### src/rtl/bp_pkg.sv
// Shared branch-predictor definitions: reset counter value, statistics width
// and the saturating counter step used by every predictor variant.
package bp_pkg;

  localparam int CTR_STRONG_NT = 0;
  localparam int STAT_W        = 16;
  localparam int CTR_MAX_W     = 4;

  // One saturating step of a width-bit counter held in the low bits of ctr.
  function automatic logic [CTR_MAX_W-1:0] sat_update(
    input logic [CTR_MAX_W-1:0] ctr,
    input logic                 taken,
    input int                   width
  );
    logic [CTR_MAX_W-1:0] top;
    top = CTR_MAX_W'((1 << width) - 1);
    if (taken) return (ctr == top) ? ctr : ctr + 1'b1;
    else       return (ctr == '0) ? ctr : ctr - 1'b1;
  endfunction

endpackage

### src/rtl/sat_counter.sv
// One W-bit saturating up/down counter; steps only when en is high.
module sat_counter
  import bp_pkg::*;
#(
  parameter int W = 2
) (
  input  logic         clk,
  input  logic         rst_n,
  input  logic         en,
  input  logic         up,
  output logic [W-1:0] ctr
);

  always_ff @(posedge clk or negedge rst_n) begin
    if (!rst_n)  ctr <= W'(CTR_STRONG_NT);
    else if (en) ctr <= W'(sat_update(CTR_MAX_W'(ctr), up, W));
  end

endmodule

### src/rtl/gshare_predictor.sv
// Gshare branch predictor: PHT of saturating counters indexed by pc XOR ghr.
// Optional statistics outputs are enabled by GSHARE_PREDICTOR_STATS_EN.
module gshare_predictor
  import bp_pkg::*;
#(
  parameter int PC_W   = 32,
  parameter int IDX_W  = 4,
  parameter int CTR_W  = 2,
  parameter int HIST_W = 4
) (
  input  logic              clk,
  input  logic              rst_n,
  input  logic              req_valid,
  input  logic [PC_W-1:0]   req_pc,
  output logic              pred_valid,
  output logic              pred_taken,
  output logic [IDX_W-1:0]  pred_idx,
  input  logic              upd_valid,
  input  logic [IDX_W-1:0]  upd_idx,
  input  logic              upd_taken,
  output logic [HIST_W-1:0] ghr
`ifdef GSHARE_PREDICTOR_STATS_EN
  ,
  output logic [STAT_W-1:0] stat_updates,
  output logic [STAT_W-1:0] stat_mispred
`endif
);

  // Handshake: valid-only, no ready. Every cycle req_valid is high a request is
  // accepted and pred_valid pulses the next cycle; every cycle upd_valid is high
  // an update is applied. Lookups see PHT and ghr as they were before the edge.

  localparam int DEPTH = 1 << IDX_W;

  logic [CTR_W-1:0]  pht [DEPTH];
  logic [IDX_W-1:0]  idx;
  logic [HIST_W-1:0] ghr_nxt;

  assign idx = req_pc[IDX_W-1:0] ^ IDX_W'(ghr);

  for (genvar i = 0; i < DEPTH; i++) begin : g_pht
    sat_counter #(.W(CTR_W)) u_ctr (
      .clk   (clk),
      .rst_n (rst_n),
      .en    (upd_valid && (upd_idx == IDX_W'(i))),
      .up    (upd_taken),
      .ctr   (pht[i])
    );
  end

  if (HIST_W == 1) begin : g_hist1
    assign ghr_nxt = upd_taken;
  end else begin : g_histn
    assign ghr_nxt = {ghr[HIST_W-2:0], upd_taken};
  end

  always_ff @(posedge clk or negedge rst_n) begin
    if (!rst_n) begin
      ghr        <= '0;
      pred_valid <= 1'b0;
      pred_taken <= 1'b0;
      pred_idx   <= '0;
    end else begin
      pred_valid <= req_valid;
      if (req_valid) begin
        pred_idx   <= idx;
        pred_taken <= pht[idx][CTR_W-1];
      end
      if (upd_valid) ghr <= ghr_nxt;
    end
  end

`ifdef GSHARE_PREDICTOR_STATS_EN
  logic mispred;
  assign mispred = pht[upd_idx][CTR_W-1] != upd_taken;

  always_ff @(posedge clk or negedge rst_n) begin
    if (!rst_n) begin
      stat_updates <= '0;
      stat_mispred <= '0;
    end else if (upd_valid) begin
      if (stat_updates != '1)            stat_updates <= stat_updates + 1'b1;
      if (mispred && stat_mispred != '1) stat_mispred <= stat_mispred + 1'b1;
    end
  end
`endif

endmodule

### config.mk
export PLATFORM = sky130hd
export DESIGN_NAME = gshare_predictor
export DESIGN_NICKNAME = d
export VERILOG_FILES = /design/src/rtl/bp_pkg.sv /design/src/rtl/sat_counter.sv /design/src/rtl/gshare_predictor.sv
export SDC_FILE = /design/constraint.sdc
export NUM_CORES = 1
export LEC_CHECK = 0
export ABC_AREA = 1
export CORE_MARGIN = 1
export CORE_UTILIZATION = 45
export CTS_CLUSTER_DIAMETER = 40
export DETAILED_ROUTE_END_ITERATION = 7
export HOLD_SLACK_MARGIN = 0.02
export PLACE_DENSITY = 0.81
export SLEW_MARGIN = 5
export SYNTH_ARGS = -nofsm -noshare
export SYNTH_HDL_FRONTEND = slang
export SYNTH_SLANG_ARGS = --single-unit
### constraint.sdc
create_clock -name clk -period 1.2 [get_ports clk]
set_input_delay 0.18 -clock clk [delete_from_list [all_inputs] [get_ports clk]]
set_output_delay 0.18 -clock clk [all_outputs]
set_load 0.03 [all_outputs]
# After elaboration in Yosys (flattened, before gate mapping)

Cells that the tools add are included.

Add/sub/neg operators: 32
Order comparisons: 1
Eq/ne operators: 63
Muxes and demuxes: 51
Bitwise operators: 2
Reductions and logical operators: 49

Operators by type and width:

| kind                                                                | count |
|---|---|
| 2-bit two-way mux                                                   | 50 |
| 2-bit != test (second input constant)                               | 32 |
| 3-bit AND reduction                                                 | 16 |
| 2-bit by 1-bit adder with 2-bit output (second input constant)      | 16 |
| 2-bit == test (second input constant)                               | 16 |
| 4-bit == test (second input constant)                               | 8 |
| 2-bit zero test                                                     | 16 |
| 2-bit by 1-bit subtractor with 2-bit output (second input constant) | 16 |
| 4-bit by 3-bit == test with 1-bit output (second input constant)    | 4 |
| 1-bit logical AND                                                   | 16 |
| 2-bit binary-select mux with 4-bit select                           | 1 |
| 4-bit by 2-bit == test with 1-bit output (second input constant)    | 2 |
| 5-bit >= comparator (second input constant)                         | 1 |
| 4-bit NOT with 5-bit output                                         | 1 |
| 4-bit by 1-bit == test with 1-bit output (second input constant)    | 1 |
| 4-bit zero test                                                     | 1 |
| 4-bit bitwise XOR                                                   | 1 |

Bits in registers: 42
Input bits: 41
Output and inout port bits: 10
Word-level logic and storage cells: 218

# Depth between registers and ports, before layout

Gate-level depths: netlist (run 1).

Word-level depth: 5
Mapped depth: 9
Mapped depth without buffers: 9

# Modules after synthesis

From an unflattened synthesis (run 1), not the netlist that was laid out.

Cell total of the unflattened synthesis: 327
Area total of the unflattened synthesis: 2396.0 µm²

By module, submodules not included:

| module           | times used | cells each | area each (µm²) |
|---|---|---|---|
| sat_counter      | 16         | 13         | 102.6 |
| gshare_predictor | 1          | 119        | 754.5 |

# Worst setup path after synthesis (run 1)

No wires, ideal clock.

Path kind: flip-flop to flip-flop
From: register ghr[0]
To: register pred_taken
Arrival: 1.266 ns
Required time: 1.083 ns
Slack: -0.184 ns
Cell stages (with the launch flop): 10
Cell sequence: dfrtp_1 > inv_1 > nand2_1 > nand2_2 > nand2_1 > nand3_1 > nand3_1 > nand3_1 > nand3_1 > nand2_1

Word-level cells in the longest chain between the ends: 5

Ends and longest elaborated chain:

| element                                               | line                   | source |
|---|---|---|
| start: declaration                                    | gshare_predictor.sv:21 | `output logic [HIST_W-1:0] ghr` |
| start signal: assignment                              | gshare_predictor.sv:69 | `if (upd_valid) ghr <= ghr_nxt;` |
| 4-bit bitwise XOR                                     | gshare_predictor.sv:39 | `assign idx = req_pc[IDX_W-1:0] ^ IDX_W'(ghr);` |
| 4-bit NOT with 5-bit output (implied by the code)     | gshare_predictor.sv:67 | `pred_taken <= pht[idx][CTR_W-1];` |
| 2-bit binary-select mux with 4-bit select             | gshare_predictor.sv:67 |  |
| 2-bit two-way mux (implied by the code) (2 in series) | gshare_predictor.sv:67 |  |
| end signal: assignment                                | gshare_predictor.sv:67 |  |
| end: declaration                                      | gshare_predictor.sv:16 | `output logic pred_taken,` |

No other way between the ends. The select of a mux whose other input is x is not followed.
A chain may end at the register's enable or synchronous reset.

# Worst setup path in the final report (run 1)

From: register ghr[1]
To: register pred_taken

The elaborated chain is that of the path after synthesis.

==> impl_results.md, run 1 <==
* Total GRT Usage at about a fifth
* Setup repair after global routing missed its margin: true
* Busiest grt layer: met2
* Max-Cap Viols at 0
* Global Route met2 Usage at about a third
* Syn Inst Count at 280
* Final number of hold-violating endpoints at 0
* Cell Rows at 24
* Critical-path top delay cell: dfrtp_2
* Status: complete, but fails checks
* Max_slew headroom at ~72%
* Startpoint types: flip-flop
* Synthesized net count at roughly 320
* Layout area overhead at 34.5%
* Post-Layout Cell Count at around 370
* DRT iter0 DRCs at between 100 and 150
* Pwr dens at about 1400 nW/um2
* Drt drc at 0
* Syn avg cell area at about 7.6 um2
* Sw frac at a little under two fifths
* Die width at 70.9 um
* CP most frequent cell: nand3_2
* CTS buffer count at 5
* Setup-failing EPs final at 2
* Crit path max-delay family: flip-flops
* Gr ovfl total at 0
* Placed cells at about 360
* Int Pwr at ~0.0026 W
* Initial antenna violation count at 0
* HP Class: primary input to async pin
* Sequential share of power at around 50%
* CP bufs+invs at 0
* Critical path required time at roughly 1.4 ns
* Crit Path Class: flip-flop to flip-flop
* TNS Setup at -0.206 ns
* Synth Area in XOR/XNOR at ~1.6%
* Largest stage delay, worst path at about 0.50 ns
* CTS tree: yes
* Met1 Track Usage GR at between 20% and 30%
* Post-synthesis sequential area ratio at 49.2%
* Pins Over Slew Limit at 0
* Worst Path Arrival at approximately 1.5 ns
* Met3 GRT Util at 3.56%
* Largest family of logic cells by synthesized area: simple AND/OR/NAND/NOR gates
* Detailed Routing Iterations Pass 1 at 7
* Clk pwr share at a little over a fifth
* Largest net degree at the start of global routing at 41
* Critical path peak fanout at 5
* Average wire per standard cell at around 15 um
* Utilization after layout at between 60% and 70%
* Fillers at about 330
* Later-pin clock latency in the skew report at 0.30 ns
* Max Root-Sink Buffers at 2
* # nets final at roughly 360
* Antenna Nets Post-Route at 0
* Synth Register Bits at 42
* First-pass GRT wire length at around 8000 um
* CP Cell Sequence: xnor2_4, nand3_2, nand3_2, nand3_2, nand3_2, nand2_1
* Fin worst setup slack at -0.150 ns
* Worst Setup SP: ghr[1]
* Adder-Cell Fraction of Synth Area at 0%
* Compound-cell area share of the yosys netlist at slightly above 20%
* NetSw at about 0.0015 W
* Post-Syn Area at around 2100 um2
* # IOs at slightly above 50
* Die ar. at 5030 um2
* Initial Util at about half
* PortBufs at 22
* Share of layout cells above drive strength 1 at 25.5%
* Vias in the first global route at approximately 1,700
* Slew @ Worst Pin at 0.420 ns
* Core area at ~4400 um2
* Die Ht at ~71 um
* Comb pwr share at 28.2%
* Static leakage at between 1 and 1.5 nW
* Element type at the critical path end: flip-flop
* Yosys Warn Count at 0
* Clk slew on worst S/H paths at approximately 0.080 ns
* Worst vdd ir at roughly 0.84 mV
* Via density at between 5 and 6
* Simple-Gate Fraction of Synth Area at a little under a quarter
* Vias at about 2,000
* Crit share post-route at 113%
* Routability congestion estimate from global placement at around 0.78
* Post-Route WL at roughly 5600 um
* Mux contribution to synthesized area at 0%
* Pre-CTS setup slack at -0.482 ns
* Clock root buffer: clkbuf_8
* Dpl hpwl at between 3000 and 4000 um
* Failing checks: negative setup slack
* Final min period at around 1.4 ns
* H-tree Lvls at 2
* TritonCTS Sinks at 42
* Synth cell types at 15
* N_diodes at 0
* Layout Skew at 0.00474 ns
* Worst r2r src: ghr[1]
* Max Fclk at between 700 and 800 MHz
## flip-flops by register name, summed over array words and instances, names as in the netlist
| name | cells |
|---|---|
| g_pht.u_ctr.ctr | 32 |
| ghr | 4 |
| pred_idx | 4 |
| pred_taken | 1 |
| pred_valid | 1 |
## power by group through the flow
stage	logic, W	registers [W]	clock network (W)
5_1_grt	0.00131	0.00213	0.000966
3_5_place_dp	0.000998	0.00207	0
2_1_floorplan	0.000566	0.00208	0
6_report	0.00117	0.00208	0.000901
3_3_place_gp	0.000960	0.00205	0
4_1_cts	0.00100	0.00205	0.000908
## kinds of logic (layout without fill, tap and decap cells)
logic type                after synthesis  after routing
DFF                                    42             42
buffers and inverters                  27             68
AOI/OAI and AO/OA                      88             88
xor gates and xnor gates                4              4
and+or+nand+nor                       119            119
## through the flow
step                      total power [W]  area (um2)  hold WS, ns
final                             0.00415        2870        0.234
after global routing              0.00441        2870        0.240
after CTS                         0.00396        2670        0.230
after detailed placement          0.00307        2550       0.0112
after global placement            0.00301        2550       0.0105
after floorplan                   0.00264        2170       -0.116
## worst paths after layout
check,to,slack (ns),cells past startpoint
hold reg to reg,pred_idx[0],0.50,2
setup reg to reg,pred_taken,-0.15,6
setup / recovery,pred_taken,-0.15,6
min in group clk,ghr[0],0.37,3
max in group asynchronous,ghr[1],0.57,3
hold / removal,g_pht[3].u_ctr.ctr[0],0.23,2
## timing repair
item | CTS | global route
resized for setup | 30 | 46
pin swaps | 1 | 13
hold buffers | 1 | 0
setup buffers | 0 | 1
hold endpoints to repair | 42 | 0
setup endpoints to repair | 22 | 18
## per-layer routing
layer	part of all wire (%)	vias up
met5	0	-
met4	2.3	0
li1	-	1017
met3	3.5	14
met2	51	44
met1	43	975
## synth_stat cells
master	count	area, um2
a21oi_1	13	65.1
buf_2	4	20.0
clkbuf_1	1	3.75
dfrtp_1	42	1050
inv_1	21	78.8
inv_2	1	3.75
nand2_1	67	251
nand2_2	2	12.5
nand3_1	22	110
nor2_1	26	97.6
nor3_4	2	32.5
o21ai_0	66	330
o21ai_1	9	45.0
xnor2_1	2	17.5
xor2_1	2	17.5
## final cells by class
cell class,instances,area [um2],share of cell area [%]
clock inverters,2,10.0,0.348
repair buffers,38,373,13.0
inverters,22,85.1,2.96
flip-flops and latches,42,1050,36.7
clock buffers,6,72.6,2.53
multi-input cells,211,1210,42.3
well taps,52,65.1,2.26
## cells in the final DEF, fill, tap and decap left out, drive strengths merged
master / count
clkdlybuf4s15: 6
dlymetal6s2s: 4
clkbuf: 6
clkdlybuf4s50: 4
dlygate4sd2: 3
xor2: 2
buf: 20
xnor2: 2
clkinv: 2
a21oi: 13
nand3: 22
o21ai: 75
inv: 22
nor2: 26
nor3: 2
dfrtp: 42
dlygate4sd3: 1
nand2: 69
(Power assumes the default switching activity.)
==> run 2: changes to the inputs <==
--- a/config.mk
+++ b/config.mk
@@ -8,7 +8,6 @@
 export ABC_AREA = 1
 export CORE_MARGIN = 1
 export CORE_UTILIZATION = 45
-export CTS_CLUSTER_DIAMETER = 40
 export DETAILED_ROUTE_END_ITERATION = 7
 export HOLD_SLACK_MARGIN = 0.02
 export PLACE_DENSITY = 0.81
==> results of run 2 <==
Final layout, timing and power as in run 1 (identical DEF).
